### config.mk
export PLATFORM = sky130hd
export DESIGN_NAME = div_arbiter
export DESIGN_NICKNAME = d
export VERILOG_FILES = /design/src/rtl/div_pkg.sv /design/src/rtl/div_core.sv /design/src/rtl/div_arbiter.sv
export SDC_FILE = /design/constraint.sdc
export NUM_CORES = 1
export LEC_CHECK = 0
export CAP_MARGIN = 20
export CORE_MARGIN = 4
export CORE_UTILIZATION = 31
export CTS_CLUSTER_DIAMETER = 60
export CTS_CLUSTER_SIZE = 25
export DETAILED_ROUTE_END_ITERATION = 8
export DONT_BUFFER_PORTS = 1
export GPL_TIMING_DRIVEN = 0
export REMOVE_ABC_BUFFERS = 1
export SYNTH_ARGS = -nofsm -noshare
export SYNTH_HDL_FRONTEND = slang
export SYNTH_SLANG_ARGS = --single-unit
### constraint.sdc
create_clock -name clk -period 4.8 [get_ports clk]
set_input_delay 0.48 -clock clk [delete_from_list [all_inputs] [get_ports clk]]
set_output_delay 0.48 -clock clk [all_outputs]
set_load 0.01 [all_outputs]
### src/rtl/div_pkg.sv
// div_pkg: shared definitions for the arbitrated restoring divider.
//   DIV_WIDTH : default operand/result width
//   state_e   : controller state encoding (IDLE, RUN, DONE)
package div_pkg;

    localparam int DIV_WIDTH = 4;

    typedef enum logic [1:0] {
        IDLE = 2'd0,
        RUN  = 2'd1,
        DONE = 2'd2
    } state_e;

endpackage

### src/rtl/div_core.sv
// div_core: iterative restoring divider datapath, one quotient bit per step.
//   clk, resetn        : clock, synchronous active-low reset
//   load               : capture dividend/divisor and clear the step counter
//   step               : perform one restoring step (MSB first)
//   dividend, divisor  : operands, sampled on load
//   quo_next, rem_next : quotient/remainder as they will be after this step
//   last               : current step is the final one of the operation
//   dz                 : captured divisor is zero
module div_core import div_pkg::*; #(
    parameter int WIDTH = DIV_WIDTH
) (
    input  logic             clk,
    input  logic             resetn,
    input  logic             load,
    input  logic             step,
    input  logic [WIDTH-1:0] dividend,
    input  logic [WIDTH-1:0] divisor,
    output logic [WIDTH-1:0] quo_next,
    output logic [WIDTH-1:0] rem_next,
    output logic             last,
    output logic             dz
);

    localparam int CW = $clog2(WIDTH + 1);

    // quo_q starts as the dividend and is shifted left each step; the freed
    // LSB collects the quotient bit, so after WIDTH steps it holds the quotient.
    logic [WIDTH-1:0] rem_q, rem_d;
    logic [WIDTH-1:0] quo_q, quo_d;
    logic [WIDTH-1:0] dvs_q, dvs_d;
    logic [CW-1:0]    cnt_q, cnt_d;

    logic [WIDTH:0]   shifted;
    logic [WIDTH:0]   diff;
    logic             fits;

    // The stored remainder is always below the divisor, so WIDTH bits hold it;
    // the shifted value and trial difference need the extra bit.
    always_comb begin
        shifted  = {rem_q, quo_q[WIDTH-1]};
        diff     = shifted - {1'b0, dvs_q};
        fits     = ~diff[WIDTH];
        rem_next = fits ? diff[WIDTH-1:0] : shifted[WIDTH-1:0];
    end

    generate
        if (WIDTH == 1) begin : g_q1
            assign quo_next = fits;
        end else begin : g_qn
            assign quo_next = {quo_q[WIDTH-2:0], fits};
        end
    endgenerate

    assign last = (cnt_q == CW'(WIDTH - 1));
    assign dz   = (dvs_q == '0);

    always_comb begin
        rem_d = rem_q;
        quo_d = quo_q;
        dvs_d = dvs_q;
        cnt_d = cnt_q;
        if (load) begin
            rem_d = '0;
            quo_d = dividend;
            dvs_d = divisor;
            cnt_d = '0;
        end else if (step) begin
            rem_d = rem_next;
            quo_d = quo_next;
            cnt_d = last ? '0 : cnt_q + 1'b1;
        end
    end

    always_ff @(posedge clk) begin
        if (!resetn) begin
            rem_q <= '0;
            quo_q <= '0;
            dvs_q <= '0;
            cnt_q <= '0;
        end else begin
            rem_q <= rem_d;
            quo_q <= quo_d;
            dvs_q <= dvs_d;
            cnt_q <= cnt_d;
        end
    end

endmodule

### src/rtl/div_arbiter.sv
// div_arbiter: two-requester round-robin front end for a shared divider.
//   clk, resetn           : clock, synchronous active-low reset
//   req[1:0]              : divide request per requester (held until gnt)
//   dividend0/divisor0    : requester 0 operands
//   dividend1/divisor1    : requester 1 operands
//   gnt[1:0]              : one-cycle pulse, operands of that requester captured
//   done[1:0]             : one-cycle pulse, result for that requester ready
//   quotient, remainder   : result of the last completed operation
//   dz                    : last completed operation had a zero divisor
//   busy                  : controller not in IDLE
module div_arbiter import div_pkg::*; #(
    parameter int WIDTH = DIV_WIDTH
) (
    input  logic             clk,
    input  logic             resetn,
    input  logic [1:0]       req,
    input  logic [WIDTH-1:0] dividend0,
    input  logic [WIDTH-1:0] divisor0,
    input  logic [WIDTH-1:0] dividend1,
    input  logic [WIDTH-1:0] divisor1,
    output logic [1:0]       gnt,
    output logic [1:0]       done,
    output logic [WIDTH-1:0] quotient,
    output logic [WIDTH-1:0] remainder,
    output logic             dz,
    output logic             busy
);

    state_e           state_q, state_d;
    logic             ptr_q, ptr_d;
    logic             win_q, win_d;
    logic [1:0]       gnt_q, gnt_d;
    logic [1:0]       done_q, done_d;
    logic [WIDTH-1:0] quotient_q, quotient_d;
    logic [WIDTH-1:0] remainder_q, remainder_d;
    logic             dz_q, dz_d;

    logic             pick;
    logic             load;
    logic             step;
    logic [WIDTH-1:0] op_dividend;
    logic [WIDTH-1:0] op_divisor;
    logic [WIDTH-1:0] core_quo;
    logic [WIDTH-1:0] core_rem;
    logic             core_last;
    logic             core_dz;

    // A lone requester always wins; on contention the pointer decides.
    assign pick        = (req == 2'b11) ? ptr_q : req[1];
    assign op_dividend = pick ? dividend1 : dividend0;
    assign op_divisor  = pick ? divisor1  : divisor0;

    div_core #(.WIDTH(WIDTH)) u_core (
        .clk      (clk),
        .resetn   (resetn),
        .load     (load),
        .step     (step),
        .dividend (op_dividend),
        .divisor  (op_divisor),
        .quo_next (core_quo),
        .rem_next (core_rem),
        .last     (core_last),
        .dz       (core_dz)
    );

    always_comb begin
        state_d     = state_q;
        ptr_d       = ptr_q;
        win_d       = win_q;
        gnt_d       = '0;
        done_d      = '0;
        quotient_d  = quotient_q;
        remainder_d = remainder_q;
        dz_d        = dz_q;
        load        = 1'b0;
        step        = 1'b0;
        case (state_q)
            IDLE: begin
                if (req != 2'b00) begin
                    load        = 1'b1;
                    win_d       = pick;
                    gnt_d[pick] = 1'b1;
                    state_d     = RUN;
                end
            end
            RUN: begin
                step = 1'b1;
                // Results are taken from the final step directly so they are
                // visible in the same cycle as the done pulse.
                if (core_last) begin
                    state_d       = DONE;
                    done_d[win_q] = 1'b1;
                    quotient_d    = core_quo;
                    remainder_d   = core_rem;
                    dz_d          = core_dz;
                end
            end
            DONE: begin
                state_d = IDLE;
                ptr_d   = ~win_q;
            end
            default: begin
                state_d = IDLE;
            end
        endcase
    end

    always_ff @(posedge clk) begin
        if (!resetn) begin
            state_q     <= IDLE;
            ptr_q       <= 1'b0;
            win_q       <= 1'b0;
            gnt_q       <= '0;
            done_q      <= '0;
            quotient_q  <= '0;
            remainder_q <= '0;
            dz_q        <= 1'b0;
        end else begin
            state_q     <= state_d;
            ptr_q       <= ptr_d;
            win_q       <= win_d;
            gnt_q       <= gnt_d;
            done_q      <= done_d;
            quotient_q  <= quotient_d;
            remainder_q <= remainder_d;
            dz_q        <= dz_d;
        end
    end

    assign gnt       = gnt_q;
    assign done      = done_q;
    assign quotient  = quotient_q;
    assign remainder = remainder_q;
    assign dz        = dz_q;
    assign busy      = (state_q != IDLE);

endmodule
==> results.toml, run 1 <==
[job]
cap_viol_max_count = 0

[worst_hold_path]
whs_path_depth = 2
hold_class = "primary input to flip-flop"

[placement]
gp_congestion = 0.748
dp_slack_ns = 2.55
hpwl_um = 2230
portBuffers = 0

[power]
p_per_area_nw_per_um2 = 371
power_mw = 0.622
switching_share = 0.286
power.share.combinational = 0.184
switchingPower_mw = 0.178
max-vdd-ir-drop_mv = 0.225
seqPwrFrac = 0.466
clockPowerShare = 0.350
p_int_mw = 0.444
leakagePower_nw = 0.665

[status]
outcome = "finished clean"

[setup_path]
worst_ep_arrival_time_ns = 2.45
critical_path.cell_chain = "ha_1 > inv_1 > fa_1 > a21o_1 > a21oi_4 > xnor2_4 > mux2_4 > o22ai_2"
critPathCaptureType = "flip-flop"
crit_type = "flip-flop to flip-flop"
max_stage_delay_ns = 0.40
cp.required_ns = 5.01
slowest_stage = "fa_1"
worstPathMaxFanout = 6
rr_worst_depth = 8
startpoint_type = "flip-flop"

[layout]
syn2layout_area_growth_pct = 10.3
antenna_cells = 0
drive_above_1_share = 0.125
utilization = 0.355
finalNetCount = 193

[yosys]
ys_top_cells_by_count = "dfxtp_1, nor2_1, mux2i_1, nand2_1, inv_1"
muxShareOfSynthArea = 0.125
seq_area_frac_synth = 0.421
yosys.area_share.simple = 0.174
netlist_area_um2 = 1520
ys.warnings.count = 0
synth-edff-count = 0
synth_ff_type = "dfxtp_1"
synth-seq-cells = 32
synth_top_area_cell = "dfxtp_1"
synth_area_leaders = "dfxtp_1, mux2i_1, nor2_1"
synth_fa_ha_area_frac = 0.0543
netlist.area_leader.share = 0.421
syn_area_per_cell_um2 = 9.22
synth_top_family_by_area = "simple AND/OR/NAND/NOR gates"
async_reset_ff_frac = 0
synth_xor_area_frac = 0.0296
synth_compound_area_frac = 0.154
yosysUniqueCellTypes = 37
synth_cells = 165
synth_most_common_cell = "dfxtp_1"

[clock_tree]
cts_buffers = 5
cts-root-buf = "clkbuf_8"
cts.sinks = 32
post_cts_resized = 0
holdBufCountCts = 0
cts_tree = "built"
clkLatencyLatePin_ns = 0.29
htreeDepth = 2
clk_pin_slew_ns = 0.07
post_cts_buffers = 0
clockBufferDepth = 2

[route]
wirelength_um = 3250
drt-initial-drc-count = 69
via_per_inst = 4.82
wl_per_cell_um = 13.8
vias = 1132
drc = 0
postRouteAntennaNets = 0
drt_pass1_iterations = 4

[timing]
skew_ns = 0.00637
finalCritPeriodShare = 0.465
fmax_mhz = 448
worst_slew_pin_slew_ns = 0.636
setup_viol = 0
layout_min_cycle_time_ns = 2.23
rsz0062_at_grt = "no"
fin_ws_ns = 2.57
finalHoldViolCount = 0
slew_headroom = 0.576
slew_viol_final = 0
fin_setup_tns_ns = 0

[die]
dieArea_um2 = 6090
io_pins = 34
num_rows = 25
die_y_um = 78.1
initial_utilization = 0.322
core_um2 = 4720
die_w_um = 78.1

[grt]
grt_pass1_wl_um = 5660
grt_max_degree = 16
first_global_vias = 1187
track_usage = 0.119
antenna_found_initial = 0
overflow = 0
## path summary, 6_finish.rpt
path / startpoint / to / slack, ns
max: u_core.dvs_q[0] / remainder[0] / 2.57
min: resetn / u_core.quo_q[1] / 0.34
max reg2reg: u_core.dvs_q[0] / remainder[0] / 2.57
min reg2reg: win_q / done[0] / 0.41
## registers in the layout, summed over array words and instances, names as in the netlist
name,count
gnt,2
dz,1
u_core.dvs_q,4
state_q,2
done,2
remainder,4
u_core.rem_q,4
win_q,1
quotient,4
u_core.cnt_q,3
u_core.quo_q,4
ptr_q,1
## stage by stage
stage               cell area, um2  instances  hold slack, ns
floorplan                     1490        159           0.393
global placement              1580        226           0.397
detailed placement            1590        227           0.398
CTS                           1680        235           0.324
global route                  1680        235           0.333
finish                        1680        235           0.336
## metal layers
metal  track usage  part of all wire  vias to the layer above
li1              -                 -                      580
met4        0.0524             0.018                        0
met1         0.152              0.48                      518
met2         0.181              0.44                       26
met3        0.0413             0.062                        8
met5             0                 0                        -
## layout make-up
class | count | area (um2)
inverter | 10 | 37.5
clock buffer | 6 | 82.6
tap | 67 | 83.8
fill | 501 | 3050
timing repair buffer | 1 | 7.51
sequential | 32 | 641
multi-input combinational | 117 | 816
clock inverter | 2 | 10.0
## kinds of logic (layout without fill, tap and decap cells)
family,Yosys count,count (layout)
compound gates,34,34
xor+xnor,3,3
fa+ha+maj,6,6
buf+inv,16,19
flops,32,32
mux,18,18
simple gates,56,56
## power by group through the flow
stage | clock, mW | combinational (mW) | sequential, mW
6_report | 0.217 | 0.114 | 0.290
5_1_grt | 0.237 | 0.130 | 0.292
4_1_cts | 0.226 | 0.117 | 0.290
3_5_place_dp | 0 | 0.116 | 0.296
3_3_place_gp | 0 | 0.114 | 0.296
2_1_floorplan | 0 | 0.0963 | 0.293
## layout by cell type (no fill, tap or decap), types with 4 or more instances in the layout
cell	n
a211oi_1	6
inv_1	10
dfxtp_1	32
a22oi_1	4
mux2i_1	13
ha_1	5
nor2_1	24
a21oi_1	6
clkbuf_8	6
nand2_1	13
mux2_2	4
o21ai_0	6
## worst max-delay path: cells and delay by family, from the launching register on
| family | cells | cell delay (ns) |
|---|---|---|
| adder cells (fa/ha/maj) | 2 | 0.59 |
| AO/OA/AOI/OAI | 3 | 0.60 |
| flip-flops | 1 | 0.37 |
| buffers and inverters | 1 | 0.06 |
| XOR/XNOR | 1 | 0.20 |
| multiplexers | 1 | 0.35 |
Power figures use the tool's default switching activity.
==> run 2, diff against run 1 <==
Clock period 4.8 ns to 2.2 ns, I/O delays scaled along.
==> results.toml, run 2 (synthesis gave the netlist of run 1 again) <==
[grt]
overflow = 0
grt_pass1_wl_um = 5760
track_usage = 0.121
antenna_found_initial = 0
first_global_vias = 1202
grt_max_degree = 16

[setup_path]
startpoint_type = "flip-flop"
worst_ep_arrival_time_ns = 2.35
critPathCaptureType = "flip-flop"
crit_path_start = "u_core.dvs_q[0]"
worstReg2RegStart = "u_core.dvs_q[0]"
ff2ff_setup_slack_ns = 0.06
crit_type = "flip-flop to flip-flop"
endpoint = "remainder[0]"
cp.required_ns = 2.41
rr_worst_depth = 8
r2r-end = "remainder[0]"
worstPathMaxFanout = 6

[job]
cap_viol_max_count = 0

[timing]
whs_ns = 0.0748
finalHoldViolCount = 0
setup_viol = 0
rsz0062_at_grt = "yes"
skew_ns = 0.00494
fin_ws_ns = 0.0580
finalCritPeriodShare = 0.974
slew_headroom = 0.576
layout_min_cycle_time_ns = 2.14
worst_slew_pin_slew_ns = 0.636
fmax_mhz = 467
slew_viol_final = 0

[layout]
utilization = 0.367
drive_above_1_share = 0.192
finalNetCount = 197
layout.cells.most_common_list = "dfxtp_1, nor2_1, nand2_1, mux2i_1, inv_1"
antenna_cells = 0
final_common_cell = "dfxtp_1"
syn2layout_area_growth_pct = 13.9

[clock_tree]
cts.sinks = 32
htreeDepth = 2
clkLatencyLatePin_ns = 0.29
cts_buffers = 5
clockBufferDepth = 2
cts_tree = "built"
cts-root-buf = "clkbuf_8"
clk_pin_slew_ns = 0.07

[die]
die_w_um = 78.1
num_rows = 25
dieArea_um2 = 6090
initial_utilization = 0.322
core_um2 = 4720
io_pins = 34
die_y_um = 78.1

[route]
wirelength_um = 3340
via_per_inst = 4.81
postRouteAntennaNets = 0
drt-initial-drc-count = 61
drc = 0
wl_per_cell_um = 14.0
drt_pass1_iterations = 4
vias = 1149

[worst_hold_path]
hold_start = "resetn"
hold_class = "primary input to flip-flop"

[power]
p_per_area_nw_per_um2 = 809
clockPowerShare = 0.337
seqPwrFrac = 0.453
switching_share = 0.287
p_int_mw = 1.00
power.share.combinational = 0.210
power_mw = 1.40
max-vdd-ir-drop_mv = 0.492
switchingPower_mw = 0.402
leakagePower_nw = 0.680

[placement]
gp_congestion = 0.748
dp_slack_ns = -0.0451
portBuffers = 0
hpwl_um = 2230

[status]
outcome = "finished clean"
==> run 2: cell types whose count changed in the layout (fill, tap and decap cells not counted), sizes merged <==
| cell | change |
|---|---|
| buf | +4 |
==> run 2: timing repair <==
item	4_1_cts	5_1_grt
setup buffers	1	3
pin swaps	1	6
resized for setup	1	8
hold buffers	0	0
cloned	0	0
endpoints found under the setup margin	6	7
==> run 2: routing by layer <==
layer | vias to the layer above | track usage | part of all wire
li1 | 587 | - | -
met1 | 534 | 0.155 | 0.47
met2 | 23 | 0.184 | 0.46
met3 | 5 | 0.0413 | 0.056
met4 | 0 | 0.0524 | 0.019
met5 | - | 0 | 0
==> run 2: critical path, stage by stage (launching register included) <==
cell     delay, ns
dfxtp_2       0.37
ha_4          0.15
inv_2         0.04
fa_2          0.38
a21o_1        0.22
a21oi_4       0.23
xnor2_4       0.20
mux2_4        0.35
o22ai_2       0.12
==> run 2: how the worst min path moves through the flow <==
stage                            endpoint  cells past startpoint  slack (ns)
final                     u_core.quo_q[3]                      2        0.07
after global routing               gnt[0]                      1        0.07
after CTS                 u_core.quo_q[2]                      2        0.06
after detailed placement           gnt[0]                      1        0.37
after global placement    u_core.quo_q[1]                      2        0.37
after floorplan              remainder[1]                      2        0.36
==> run 2: stage by stage <==
| step | cell area, um2 | TNS (ns) | cells |
|---|---|---|---|
| finish | 1730 | 0 | 239 |
| global placement | 1580 | -0.870 | 226 |
| global route | 1730 | -0.170 | 239 |
| CTS | 1690 | 0 | 236 |
| detailed placement | 1590 | -0.185 | 227 |
| floorplan | 1490 | 0 | 159 |
==> run 2: area by class of cell <==
cell class / instances / area, um2
Clock buffer: 6 / 82.6
Clock inverter: 2 / 10.0
Fill cell: 504 / 2990
Inverter: 10 / 37.5
Multi-Input combinational cell: 117 / 838
Sequential cell: 32 / 643
Tap cell: 67 / 83.8
Timing Repair Buffer: 5 / 37.5
==> run 2: power by group through the flow <==
| stage | Clock [mW] | Sequential, mW | Combinational, mW |
|---|---|---|---|
| after floorplan | 0 | 0.638 | 0.210 |
| after global placement | 0 | 0.646 | 0.249 |
| after detailed placement | 0 | 0.645 | 0.252 |
| after CTS | 0.493 | 0.633 | 0.267 |
| after global routing | 0.516 | 0.639 | 0.327 |
| final | 0.473 | 0.635 | 0.294 |
==> run 3, diff against run 2 <==
Settings changed: CTS_BUF_LIST from default to sky130_fd_sc_hd__clkbuf_4 sky130_fd_sc_hd__clkbuf_8.
==> results of run 3 <==
The final DEF is identical to that of run 2; final timing and power are the same.
==> patch 1 (settings of run 3) <==
`DIV_WIDTH`: 4 -> 2.
--- a/src/rtl/div_pkg.sv
+++ b/src/rtl/div_pkg.sv
@@ -5,3 +5,3 @@
 
-    localparam int DIV_WIDTH = 4;
+    localparam int DIV_WIDTH = 2;
 
Interface: changed (6 resized); port bits go from 34 to 22. The function was not compared with the original's and may differ.
==> patch 1 against run 3 <==
  * First-iteration DRC count is 75% lower
  * Sequential cell count down 11
  * Area after synthesis decreased by 34%
  * Final area decreased by 39%
  * Worst hold slack got worse by 0.051 ns
  * Wire length is 41% lower
  * Sequential power is 33% lower
  * Worst setup slack gained 0.16 ns
  * Combinational power fell by 55%
  * Sequential share of layout area is 2.9 points higher
  * Non-clock buffer count decreased by 4
  * Total power shrank 47%
  * Critical path type unchanged
  * Highest routed layer unchanged
==> patch 1: results (changes against run 3) <==
- DR vias: 734 (was 1149)
- Ys flop type: dfxtp_1 (unchanged)
- Slowest cell on crit path: fa_1 (was fa_2)
- Top post-synthesis cells by area: dfxtp_1, mux2i_1, nor2_1 (unchanged)
- Sequential area share after synthesis: 42.2% (was 42.1%)
- H-tree levels: 1 (was 2)
- Worst min path class: in2reg (unchanged)
- Root buf cell: clkbuf_4 (was clkbuf_8)
- Maximum vdd drop: 0.336 mV (was 0.492 mV)
- Total GRT Usage: 10.3% (was 12.1%)
- HPWL Detailed: 1510 um (was 2230 um)
- Number of global-route vias before repair: 698 (was 1202)
- Layout Skew: 0.00378 ns (was 0.00494 ns)
- Pre-CTS setup slack: 0.124 ns (was -0.0451 ns)
- Critical Path AT: 2.23 ns (was 2.35 ns)
- DRT iter0 DRCs: 15 (was 61)
- Lkg Pwr: 0.412 nW (was 0.680 nW)
- Placement Cell Area: 1010 sq um (was 1590 sq um)
- Top cells by count, synth: dfxtp_1, nor2_1, inv_1 (was dfxtp_1, nor2_1, mux2i_1, nand2_1, inv_1)
- Initial antenna violation count: 0 (unchanged)
- Hold Path Origin: resetn (unchanged)
- CP Launch Point: u_core.quo_q[1] (was u_core.dvs_q[0])
- Status: completed (unchanged)
- Number of inserted diodes: 0 (unchanged)
- Largest net degree at the start of global routing: 14 (was 16)
- GPL Wtd Cong: 0.739 (was 0.748)
- Final net count: 120 (was 197)
- First-pass GRT wire length: 3280 um (was 5760 um)
- Fillers: 342 (was 504)
- Max incr delay on CP: 0.46 ns (was 0.38 ns)
- Post-synthesis cell type count: 44 (was 37)
- Total CTS buffers: 3 (was 5)
- Max clock buf depth: 2 (unchanged)
- Worst-Margin Slew: 0.363 ns (was 0.636 ns)
- Share of cells above drive strength 1: 12.4% (was 19.2%)
- Post-DR wirelength/cell: 13.3 um (was 14.0 um)
- Clk_lat worst skew: 0.31 ns (was 0.29 ns)
- Worst-path clk slew: 0.12 ns (was 0.07 ns)
==> patch 1: metrics by stage <==
step                std cells  hold WS [ns]  power [mW]  utilization, %
floorplan                 100         0.320       0.532               -
global placement          144         0.328       0.556            33.0
detailed placement        144         0.325       0.560            33.0
CTS                       149        0.0204       0.746            34.2
global route              149       0.00321       0.794            34.4
finish                    149        0.0242       0.746            34.4
==> patch 1: cells by family (layout without fill, tap and decap cells) <==
kind of cell / count (synthesis) / in the layout / share of synthesized area [%]
compound gates: 30 / 30 / 22.1
fa+ha+maj: 2 / 2 / 3.26
flops: 21 / 21 / 42.2
xor+xnor: 2 / 2 / 1.76
simple gates: 32 / 32 / 17.9
mux: 5 / 5 / 5.14
buf+inv: 14 / 13 / 7.65
==> patch 1: report_power, final <==
group / switching, mW / internal [mW]
sequential: 0.0229 / 0.401
clock: 0.122 / 0.0680
combinational: 0.0680 / 0.0641
total: 0.213 / 0.533
==> patch 1: worst paths after layout <==
path	depth (start not counted)	end	slack [ns]
setup / recovery	6	remainder[1]	0.22
hold / removal	1	u_core.quo_q[1]	0.02
setup reg to reg	6	remainder[1]	0.22
hold reg to reg	2	u_core.cnt_q[1]	0.48
==> patch 1: repair_timing <==
item                       4_1_cts  5_1_grt
gates resized for setup          0        1
buffers inserted                 0        0
setup endpoints to repair        0        1
hold buffers                     1        0
hold endpoints to repair         1        0
==> patch 1: area by class of cell <==
type | count | share of cell area, %
tap | 44 | 5.24
sequential | 21 | 40.0
clock inverter | 1 | 0.476
clock buffer | 3 | 2.14
timing repair buffer | 1 | 0.952
multi-input combinational | 71 | 48.3
inverter | 8 | 2.86
==> patch 1: metal layers <==
metal	wire, um	GRT usage, %	vias to the layer above
li1	-	-	376
met1	953	13.6	337
met2	901	15.3	16
met3	77	2.60	5
met4	52	5.54	0
met5	0	0	-
==> patch 1: worst max-delay path: cells and delay by family, from the launching register on <==
family          cells  cell delay, ns
fa+ha+maj           2            0.65
mux                 1            0.38
flops               1            0.34
xor+xnor            1            0.34
compound gates      1            0.13
buf+inv             1            0.06
==> patch 2 (config.mk and constraints of run 3) <==
Made on the original files. Encoding of `state_e`: now one-hot (3 bits for 3 states).
--- a/src/rtl/div_pkg.sv
+++ b/src/rtl/div_pkg.sv
@@ -7,6 +7,6 @@
 
-    typedef enum logic [1:0] {
-        IDLE = 2'd0,
-        RUN  = 2'd1,
-        DONE = 2'd2
+    typedef enum logic [2:0] {
+        IDLE = 3'b001,
+        RUN  = 3'b010,
+        DONE = 3'b100
     } state_e;
Function: no difference found for any inputs over 10 cycles, from zero or initial values and one cycle with resetn low; not proved beyond that.
==> patch 2 against run 3 <==
  * Wire length shrank 5.5%
  * Total power shrank 0.86%
  * Global-route usage shrank 0.63 points
  * Sequential cell count grew 1
  * Final area shrank 4.4%
  * Utilization shrank 1.4 points
  * Area after synthesis shrank 1.4%
  * Worst setup slack gained 0.078 ns
  * Critical endpoint is now u_core.rem_q[0]
==> patch 2: results (changes against run 3) <==
- Post-cts resize count: 0 (was 1)
- Critical Path AT: 2.27 ns (was 2.35 ns)
- Top cells by count, synth: dfxtp_1, nand2_1, nor2_1 (was dfxtp_1, nor2_1, mux2i_1, nand2_1, inv_1)
- Final net count: 195 (was 197)
- Critical path fanouts, max: 6 (unchanged)
- Post-DR wirelength/cell: 14.2 um (was 14.0 um)
- First-pass GRT wire length: 5380 um (was 5760 um)
- RR Endpoint: u_core.rem_q[0] (was remainder[0])
- Max incr delay on CP: 0.35 ns (was 0.38 ns)
- Pre-CTS setup slack: 0.0314 ns (was -0.0451 ns)
- Top post-synthesis cells by area: dfxtp_1, nand2_1, nor2_1 (was dfxtp_1, mux2i_1, nor2_1)
- Max Fclk: 484 MHz (was 467 MHz)
- Share of cells above drive strength 1: 14.8% (was 19.2%)
- Clk_lat worst skew: 0.28 ns
- Sequential area share after synthesis: 44.0% (was 42.1%)
- Max-slew headroom: 44.7% (was 57.6%)
- GPL Wtd Cong: 0.782 (was 0.748)
- Post-CTS setup repair buffer count: 0 (was 1)
- Post-synthesis cell type count: 37 (unchanged)
- WHS: 0.0771 ns (was 0.0748 ns)
- HPWL Detailed: 2300 um (was 2230 um)
- Total CTS buffers: 5 (unchanged)
- Lkg Pwr: 0.625 nW (was 0.680 nW)
- IO Port Bufs: 0 (unchanged)
- Layout Skew: 0.00284 ns (was 0.00494 ns)
- Vias/cell: 4.97 (was 4.81)
- DRT iter0 DRCs: 36 (was 61)
- Status: completed (unchanged)
- CP Launch Point: u_core.quo_q[3] (was u_core.dvs_q[0])
- Reg2reg start: u_core.quo_q[3] (was u_core.dvs_q[0])
- Largest net degree at the start of global routing: 20 (was 16)
- Reg2Reg Setup Slack: 0.14 ns (was 0.06 ns)
- Placement Cell Area: 1530 sq um (was 1590 sq um)
- Total GRT Usage: 11.4% (was 12.1%)
- Number of global-route vias before repair: 1093 (was 1202)
- Maximum vdd drop: 0.352 mV (was 0.492 mV)
- TritonRoute pass-1 iters: 4 (unchanged)
- Worst min path class: in2reg (unchanged)
- Worst-case reg-to-reg path depth: 9 (was 8)
## patch 2: cell count changes after synthesis, sizes merged, moves of 4 or more
cell,delta
nand3,+5
a22oi,-4
mux2i,-6
a21oi,+5
nor2,-4
nand2,+13
## patch 2: metrics by stage
step / utilization (%) / instances / setup TNS (ns)
after floorplan: - / 161 / 0
after global placement: 32.5 / 215 / -0.316
after detailed placement: 32.6 / 216 / 0
after CTS: 34.5 / 223 / 0
after global routing: 35.3 / 223 / 0
final: 35.3 / 223 / 0
## patch 2: how the worst min path moves through the flow
| stage | from | to | cells past startpoint |
|---|---|---|---|
| detailed placement | resetn | remainder[1] | 2 |
| finish | resetn | remainder[1] | 2 |
| floorplan | resetn | remainder[1] | 2 |
| global route | resetn | gnt[0] | 1 |
| CTS | resetn | remainder[1] | 2 |
| global placement | resetn | remainder[1] | 2 |
## patch 2: cell type report
class                   instances  area (sq um)
fillers                       494          3040
multi-input cells             119           796
flip-flops and latches         33           662
clock buffers                   7          90.1
well taps                      54          67.6
inverters                       9          33.8
repair buffers                  1          7.51
## patch 2: report_power, final
group	switching (mW)	internal, mW
clock network	0.205	0.260
registers	0.0263	0.629
logic	0.145	0.125
## patch 2: cells by family (layout without fill, tap and decap cells)
group                    count (synthesis)  after routing  share of synthesized area, %
adder cells (fa/ha/maj)                  6              6                          5.50
AND/OR/NAND/NOR                         64             64                          19.8
AO/OA/AOI/OAI                           34             34                          14.5
XOR/XNOR                                 3              3                          2.25
flip-flops                              33             33                          44.0
buffers and inverters                   16             17                          5.25
multiplexers                            12             12                          8.67
## patch 2: per-layer routing
metal	vias up	track usage [%]	part of all wire (%)
met4	0	4.80	1.9
met1	496	15.3	49
met3	6	4.52	6.6
met5	-	0	0
met2	27	16.2	42
li1	579	-	-
